===== config.mk =====
export PLATFORM = sky130hd
export DESIGN_NAME = f1_reaction_timer
export DESIGN_NICKNAME = d
export VERILOG_FILES = /design/src/rtl/f1_reaction_timer.sv
export SDC_FILE = /design/constraint.sdc
export NUM_CORES = 1
export LEC_CHECK = 0
export CORE_UTILIZATION = 40
export CTS_CLUSTER_SIZE = 14
export DETAILED_ROUTE_END_ITERATION = 8
export PLACE_DENSITY = 0.68
export SLEW_MARGIN = 20
export SYNTH_ARGS = -nofsm -noshare
export SYNTH_HDL_FRONTEND = slang
export SYNTH_SLANG_ARGS = --single-unit
export TNS_END_PERCENT = 10

===== constraint.sdc =====
create_clock -name clk -period 3.12 [get_ports clk]
set_input_delay 0.624 -clock clk [delete_from_list [all_inputs] [get_ports clk]]
set_output_delay 0.624 -clock clk [all_outputs]
set_load 0.005 [all_outputs]

===== src/rtl/f1_reaction_timer.sv =====
`default_nettype none
// ============================================================================
// Module      : f1_reaction_timer
// Description : Measures driver reaction time (ms) from lights-out to trigger
//               press on the start-light bar. Flags jump starts and no-press
//               timeouts. Optional best-time register when F1_REACT_BEST_EN
//               is defined (adds output best_ms).
// Revision    : 1.0 - initial release
// ============================================================================
module f1_reaction_timer #(
    parameter int CNT_WIDTH  = 16,
    parameter int TIMEOUT_MS = 2000
) (
    input  logic                 clk,
    input  logic                 rst,
    input  logic                 tick_ms,
    input  logic [7:0]           lights,
    input  logic                 trigger,
    output logic [CNT_WIDTH-1:0] react_ms,
    output logic                 valid,
    output logic                 jump_start,
    output logic                 timeout,
    output logic                 busy
`ifdef F1_REACT_BEST_EN
    ,
    output logic [CNT_WIDTH-1:0] best_ms
`endif
);

    localparam logic [CNT_WIDTH-1:0] C_TIMEOUT = CNT_WIDTH'(TIMEOUT_MS);

    typedef enum logic [2:0] {
        S_IDLE   = 3'd0,
        S_ARMED  = 3'd1,
        S_TIMING = 3'd2,
        S_DONE   = 3'd3,
        S_FOUL   = 3'd4
    } state_t;

    state_t               r_state;
    state_t               w_state_nxt;
    logic                 r_sync1, r_sync2, r_sync3;
    logic                 w_press;
    logic [CNT_WIDTH-1:0] r_count, w_count_nxt, w_count_inc;
    logic [CNT_WIDTH-1:0] r_react, w_react_nxt;
    logic                 r_valid, w_valid_nxt;
    logic                 r_timeout, w_timeout_nxt;
    logic                 r_seen_full, w_seen_full_nxt;
    logic                 r_cleared, w_cleared_nxt;
`ifdef F1_REACT_BEST_EN
    logic [CNT_WIDTH-1:0] r_best, w_best_nxt;
`endif

    // Bring the asynchronous button into clk domain and keep a delayed copy for edge detect
    always_ff @(posedge clk or negedge rst) begin
        if (!rst) begin
            r_sync1 <= 1'b0;
            r_sync2 <= 1'b0;
            r_sync3 <= 1'b0;
        end else begin
            r_sync1 <= trigger;
            r_sync2 <= r_sync1;
            r_sync3 <= r_sync2;
        end
    end

    // A held button produces exactly one press on its rising edge
    assign w_press     = r_sync2 & ~r_sync3;
    assign w_count_inc = r_count + 1'b1;

    // State register and all registered datapath values
    always_ff @(posedge clk or negedge rst) begin
        if (!rst) begin
            r_state     <= S_IDLE;
            r_count     <= '0;
            r_react     <= '0;
            r_valid     <= 1'b0;
            r_timeout   <= 1'b0;
            r_seen_full <= 1'b0;
            r_cleared   <= 1'b0;
`ifdef F1_REACT_BEST_EN
            r_best      <= '1;
`endif
        end else begin
            r_state     <= w_state_nxt;
            r_count     <= w_count_nxt;
            r_react     <= w_react_nxt;
            r_valid     <= w_valid_nxt;
            r_timeout   <= w_timeout_nxt;
            r_seen_full <= w_seen_full_nxt;
            r_cleared   <= w_cleared_nxt;
`ifdef F1_REACT_BEST_EN
            r_best      <= w_best_nxt;
`endif
        end
    end

    // Next-state and next-value decode; press outranks every other event
    always_comb begin
        w_state_nxt     = r_state;
        w_count_nxt     = r_count;
        w_react_nxt     = r_react;
        w_valid_nxt     = 1'b0;
        w_timeout_nxt   = r_timeout;
        w_seen_full_nxt = r_seen_full;
        w_cleared_nxt   = r_cleared;
`ifdef F1_REACT_BEST_EN
        w_best_nxt      = r_best;
`endif
        case (r_state)
            S_IDLE: begin
                if (lights != 8'h00) begin
                    w_state_nxt     = S_ARMED;
                    w_seen_full_nxt = 1'b0;
                end
            end
            S_ARMED: begin
                if (w_press) begin
                    w_state_nxt   = S_FOUL;
                    w_cleared_nxt = 1'b0;
                end else if (lights == 8'hFF) begin
                    w_seen_full_nxt = 1'b1;
                end else if (lights == 8'h00) begin
                    if (r_seen_full) begin
                        w_state_nxt = S_TIMING;
                        w_count_nxt = '0;
                    end else begin
                        // Bar went dark without ever being full: aborted sequence
                        w_state_nxt = S_IDLE;
                    end
                end
            end
            S_TIMING: begin
                if (w_press) begin
                    // Capture excludes any tick arriving in the same cycle
                    w_state_nxt   = S_DONE;
                    w_react_nxt   = r_count;
                    w_valid_nxt   = 1'b1;
                    w_timeout_nxt = 1'b0;
`ifdef F1_REACT_BEST_EN
                    if (r_count < r_best) begin
                        w_best_nxt = r_count;
                    end
`endif
                end else if (tick_ms) begin
                    w_count_nxt = w_count_inc;
                    if (w_count_inc == C_TIMEOUT) begin
                        w_state_nxt   = S_DONE;
                        w_react_nxt   = C_TIMEOUT;
                        w_valid_nxt   = 1'b1;
                        w_timeout_nxt = 1'b1;
                    end
                end
            end
            S_DONE: begin
                if (lights != 8'h00) begin
                    w_state_nxt     = S_ARMED;
                    w_timeout_nxt   = 1'b0;
                    w_seen_full_nxt = 1'b0;
                end
            end
            S_FOUL: begin
                // Re-arm only after the bar has gone dark and then lit again
                if (lights == 8'h00) begin
                    w_cleared_nxt = 1'b1;
                end else if (r_cleared) begin
                    w_state_nxt     = S_ARMED;
                    w_seen_full_nxt = 1'b0;
                end
            end
            default: begin
                w_state_nxt = S_IDLE;
            end
        endcase
    end

    assign react_ms   = r_react;
    assign valid      = r_valid;
    assign timeout    = r_timeout;
    assign jump_start = (r_state == S_FOUL);
    assign busy       = (r_state == S_ARMED) | (r_state == S_TIMING);
`ifdef F1_REACT_BEST_EN
    assign best_ms    = r_best;
`endif

endmodule
`default_nettype wire


==> impl_results.html <==
<table>
<tr><th>Metric</th><th>Value</th></tr>
<tr><th colspan="2">Critical path</th></tr>
<tr><td>Kind of start point of the critical path</td><td>primary input</td></tr>
<tr><td>Element type at the critical path end</td><td>flop</td></tr>
<tr><td>CP top delay family</td><td>compound AO/OA/AOI/OAI gates</td></tr>
<tr><td>Setup Crit Path Kind</td><td>in2reg</td></tr>
<tr><td>Worst-path maximum fanout</td><td>6</td></tr>
<tr><td>Data arrival time of the critical path</td><td>slightly below 3 ns</td></tr>
<tr><td>CP max stage cell</td><td>sky130_fd_sc_hd__a211oi_2</td></tr>
<tr><td>Critical path required time</td><td>3.31 ns</td></tr>
<tr><td>Cell chain of the critical path</td><td>clkdlybuf4s50_1 -&gt; nor4_4 -&gt; nand2_1 -&gt; o41a_1 -&gt; a211oi_2 -&gt; o21ai_1 -&gt; a22o_1</td></tr>
<tr><td>Delay of the slowest cell on the worst path</td><td>roughly 0.52 ns</td></tr>
<tr><td>Count of buffering cells on the critical path with inverters included</td><td>1</td></tr>
<tr><th colspan="2">Synth</th></tr>
<tr><td>Most frequent cell after synthesis</td><td>sky130_fd_sc_hd__dfrtp_1</td></tr>
<tr><td>Predominant post-synthesis flop cell</td><td>sky130_fd_sc_hd__dfrtp_1</td></tr>
<tr><td>Post-synthesis compound-gate area fraction</td><td>0.274</td></tr>
<tr><td>FF+latch count, synth</td><td>42</td></tr>
<tr><td>Synth area leader</td><td>sky130_fd_sc_hd__dfrtp_1</td></tr>
<tr><td>Post-synth net total</td><td>291</td></tr>
<tr><td>Number of distinct library cells after synthesis</td><td>55</td></tr>
<tr><td>Xor-xnor portion of the synthesized cell area</td><td>0.0102</td></tr>
<tr><td>Adder-cell share of the synthesized area</td><td>0.0102</td></tr>
<tr><td>Mux cell area share after synthesis</td><td>0.00407</td></tr>
<tr><td>Dominant combinational cell family by area after synthesis</td><td>compound AO/OA/AOI/OAI gates</td></tr>
<tr><td>Syn_area_per_cell</td><td>8.88 sq um</td></tr>
<tr><td>Gate count after technology mapping</td><td>277</td></tr>
<tr><td>Yosys warning count</td><td>0</td></tr>
<tr><td>Number of synthesized flops with an enable pin</td><td>0</td></tr>
<tr><td>Largest cells by area after synthesis</td><td>sky130_fd_sc_hd__dfrtp_1 43%, sky130_fd_sc_hd__nand2_1 4.1%, sky130_fd_sc_hd__o21ai_0 3.9%</td></tr>
<tr><td>Commonest cells in the netlist</td><td>42 x sky130_fd_sc_hd__dfrtp_1, 27 x sky130_fd_sc_hd__nand2_1, 23 x sky130_fd_sc_hd__nor2_1</td></tr>
<tr><td>Portion of the post-synthesis area used by sequential elements</td><td>0.427</td></tr>
<tr><td>Total standard cell area after synthesis</td><td>about 2500 sq um</td></tr>
<tr><td>Proportion of netlist area held by the largest area contributor</td><td>0.427</td></tr>
<tr><td>Area share of and/or/nand/nor cells after synthesis</td><td>0.223</td></tr>
<tr><td>Proportion of register bits with asynchronous set or reset after synthesis</td><td>1.00</td></tr>
<tr><th colspan="2">Clocking</th></tr>
<tr><td>Setup fix buffers added after clock tree synthesis</td><td>0</td></tr>
<tr><td>Number of buffers added by the clock tree synthesis step</td><td>5</td></tr>
<tr><td>Resize count post-CTS</td><td>0</td></tr>
<tr><td>TritonCTS clock tree</td><td>done</td></tr>
<tr><td># clock sinks</td><td>42</td></tr>
<tr><td>CTS Buffer Depth</td><td>2</td></tr>
<tr><td># hold bufs at CTS</td><td>0</td></tr>
<tr><td>Clock root cell</td><td>sky130_fd_sc_hd__clkbuf_8</td></tr>
<tr><td>Clock slew at reported path FFs</td><td>roughly 0.08 ns</td></tr>
<tr><td>H-tree levels</td><td>2</td></tr>
<tr><td>Clk Latency, worst-skew pair</td><td>0.30 ns</td></tr>
<tr><th colspan="2">Floorplanning</th></tr>
<tr><td>Standard-cell row count</td><td>28</td></tr>
<tr><td>Initial core utilization</td><td>0.416</td></tr>
<tr><td>IO Pins</td><td>32</td></tr>
<tr><td>Die X</td><td>80.4 um</td></tr>
<tr><td>Floorplan die area</td><td>6470 sq um</td></tr>
<tr><td>Core Footprint</td><td>5920 sq um</td></tr>
<tr><td>Die height</td><td>approximately 80 um</td></tr>
<tr><th colspan="2">Timing</th></tr>
<tr><td>RSZ-0062 raised after global routing</td><td>no</td></tr>
<tr><td>Final worst-path cycle share</td><td>0.868</td></tr>
<tr><td>Least-Margin Pin Slew</td><td>0.963 ns</td></tr>
<tr><td>Relative slew margins</td><td>0.358</td></tr>
<tr><td>Final setup violation count</td><td>0</td></tr>
<tr><td>Maximum clock skew at final layout</td><td>0.00368 ns</td></tr>
<tr><td>Final max-slew violation count</td><td>0</td></tr>
<tr><td>Final worst path period need</td><td>2.71 ns</td></tr>
<tr><td>Maximum operating frequency</td><td>369 MHz</td></tr>
<tr><td>Count of endpoints failing hold in the final timing report</td><td>0</td></tr>
<tr><td>Minimum setup slack in the final design</td><td>approximately 0.41 ns</td></tr>
<tr><td>Setup TNS</td><td>0 ns</td></tr>
<tr><th colspan="2">Placement</th></tr>
<tr><td>Worst slack at placement</td><td>0.134 ns</td></tr>
<tr><td>Cell Count Post-Placement</td><td>366</td></tr>
<tr><td>IO Port Bufs</td><td>31</td></tr>
<tr><td>Weighted congestion at the end of routability-driven global placement</td><td>around 0.87</td></tr>
<tr><td>Post-DP HPWL</td><td>4.22 mm</td></tr>
<tr><th colspan="2">GRT</th></tr>
<tr><td>Global route overflow</td><td>0</td></tr>
<tr><td>Maximum number of pins on one net before global-route repair</td><td>43</td></tr>
<tr><td>Total routing usage reported by global routing</td><td>0.201</td></tr>
<tr><td>Number of global-route vias before repair</td><td>2,090</td></tr>
<tr><td>Antenna violations before repair</td><td>0</td></tr>
<tr><td>Wire length of the first global-routing pass</td><td>10.0 mm</td></tr>
<tr><th colspan="2">Detailed routing</th></tr>
<tr><td>Antenna violation net count after detailed routing</td><td>0</td></tr>
<tr><td>Drt initial violations</td><td>153</td></tr>
<tr><td>Total iterations of the first detailed-routing run</td><td>5</td></tr>
<tr><td>Routed vias/inst</td><td>6.09</td></tr>
<tr><td>Final routed wire length divided by cell count</td><td>16.3 um</td></tr>
<tr><td>Wirelength, routed</td><td>just over 6 mm</td></tr>
<tr><td>Count of vias placed by the detailed router</td><td>between 2,000 and 2,500</td></tr>
<tr><td>DRC errors left</td><td>0</td></tr>
<tr><th colspan="2">Job</th></tr>
<tr><td>Maxcap violations</td><td>0</td></tr>
<tr><th colspan="2">Finish</th></tr>
<tr><td>Antenna diode instance count</td><td>0</td></tr>
<tr><td>Layout Cells excl Fill</td><td>373</td></tr>
<tr><td>Layout cells sized above 1</td><td>0.0940</td></tr>
<tr><td>Signed area change from the synthesized netlist to the final layout</td><td>18.2%</td></tr>
<tr><td>Layout Nets</td><td>about 310</td></tr>
<tr><td>Post-route core utilization</td><td>0.491</td></tr>
<tr><th colspan="2">Power</th></tr>
<tr><td>Power after layout</td><td>1270 uW</td></tr>
<tr><td>Worst supply voltage drop on vdd</td><td>approximately 0.33 mV</td></tr>
<tr><td>Leak pwr</td><td>around 0.0011 uW</td></tr>
<tr><td>Power density of the placed cells</td><td>437 nW/um^2</td></tr>
<tr><th colspan="2">Run status</th></tr>
<tr><td>Outcome</td><td>finished clean</td></tr>
<tr><th colspan="2">Hold path</th></tr>
<tr><td>Tightest Hold Check Type</td><td>reg2reg</td></tr>
</table>
## state kept, by name, indices dropped and copies added (netlist names)
name and flops:
r_sync1 1, r_sync2 1, react_ms 16, r_seen_full 1, timeout 1, r_sync3 1
r_count 16, r_cleared 1, valid 1, r_state 3
## metal layers
layer / part of all wire / track usage / vias up
met4: 0.015 / 0.0571 / 0
met3: 0.058 / 0.0443 / 10
li1: - / - / 1073
met1: 0.44 / 0.257 / 1106
met5: 0 / 0 / -
met2: 0.48 / 0.338 / 81
## per-stage QoR
step / cell area, sq um / hold slack [ns]
4_1_cts: 2910 / 0.366
6_report: 2910 / 0.364
5_1_grt: 2910 / 0.381
2_1_floorplan: 2460 / 0.328
3_3_place_gp: 2800 / 0.335
3_5_place_dp: 2800 / 0.348
## cell families after synthesis
kind of cell	count (synthesis)
multiplexers	1
buffers and inverters	28
adder cells (fa/ha/maj)	2
AO/OA/AOI/OAI	101
AND/OR/NAND/NOR	101
flip-flops	42
XOR/XNOR	2
## path summary, 6_finish.rpt
kind	startpoint	to	slack, ns	cells past startpoint
max reg2reg	r_count[0]	react_ms[5]	0.44	7
min in group asynchronous	rst	r_state[2]	0.48	1
min reg2reg	r_sync1	r_sync2	0.36	0
max in group asynchronous	rst	r_count[15]	2.05	1
max	lights[5]	r_count[5]	0.41	7
min	r_sync1	r_sync2	0.36	0
## layout by cell type (no fill, tap or decap), types with 3 or more instances in the layout
cell / instances
sky130_fd_sc_hd__dfrtp_1: 42
sky130_fd_sc_hd__clkdlybuf4s50_1: 30
sky130_fd_sc_hd__nand2_1: 27
sky130_fd_sc_hd__nor2_1: 23
sky130_fd_sc_hd__o21ai_0: 19
sky130_fd_sc_hd__a21oi_1: 14
sky130_fd_sc_hd__o21ai_1: 12
sky130_fd_sc_hd__a22oi_1: 11
sky130_fd_sc_hd__a31oi_1: 11
sky130_fd_sc_hd__nand4_1: 9
sky130_fd_sc_hd__o22ai_1: 9
sky130_fd_sc_hd__nand3_1: 8
sky130_fd_sc_hd__clkbuf_8: 6
sky130_fd_sc_hd__buf_4: 6
sky130_fd_sc_hd__inv_1: 5
sky130_fd_sc_hd__nor3_1: 5
sky130_fd_sc_hd__and3_1: 4
sky130_fd_sc_hd__o211ai_1: 4
sky130_fd_sc_hd__nand3b_1: 3
sky130_fd_sc_hd__a21oi_2: 3
## final cells by class
type                       count  area [sq um]
clock buffer                   6          82.6
clock inverter                 1          30.0
fill                         578          3010
inverter                       5          18.8
multi-input combinational    207          1280
sequential                    42          1050
tap                           75          93.8
timing repair buffer          37           350
## where the power goes
part | leakage (uW) | internal (uW) | total [uW] | switching (uW)
Combinational | 0.000567 | 94.3 | 210 | 116
Clock | 0.0000573 | 256 | 444 | 188
Sequential | 0.000518 | 568 | 617 | 49.3
No activity file was read; power rests on OpenSTA's default activity.
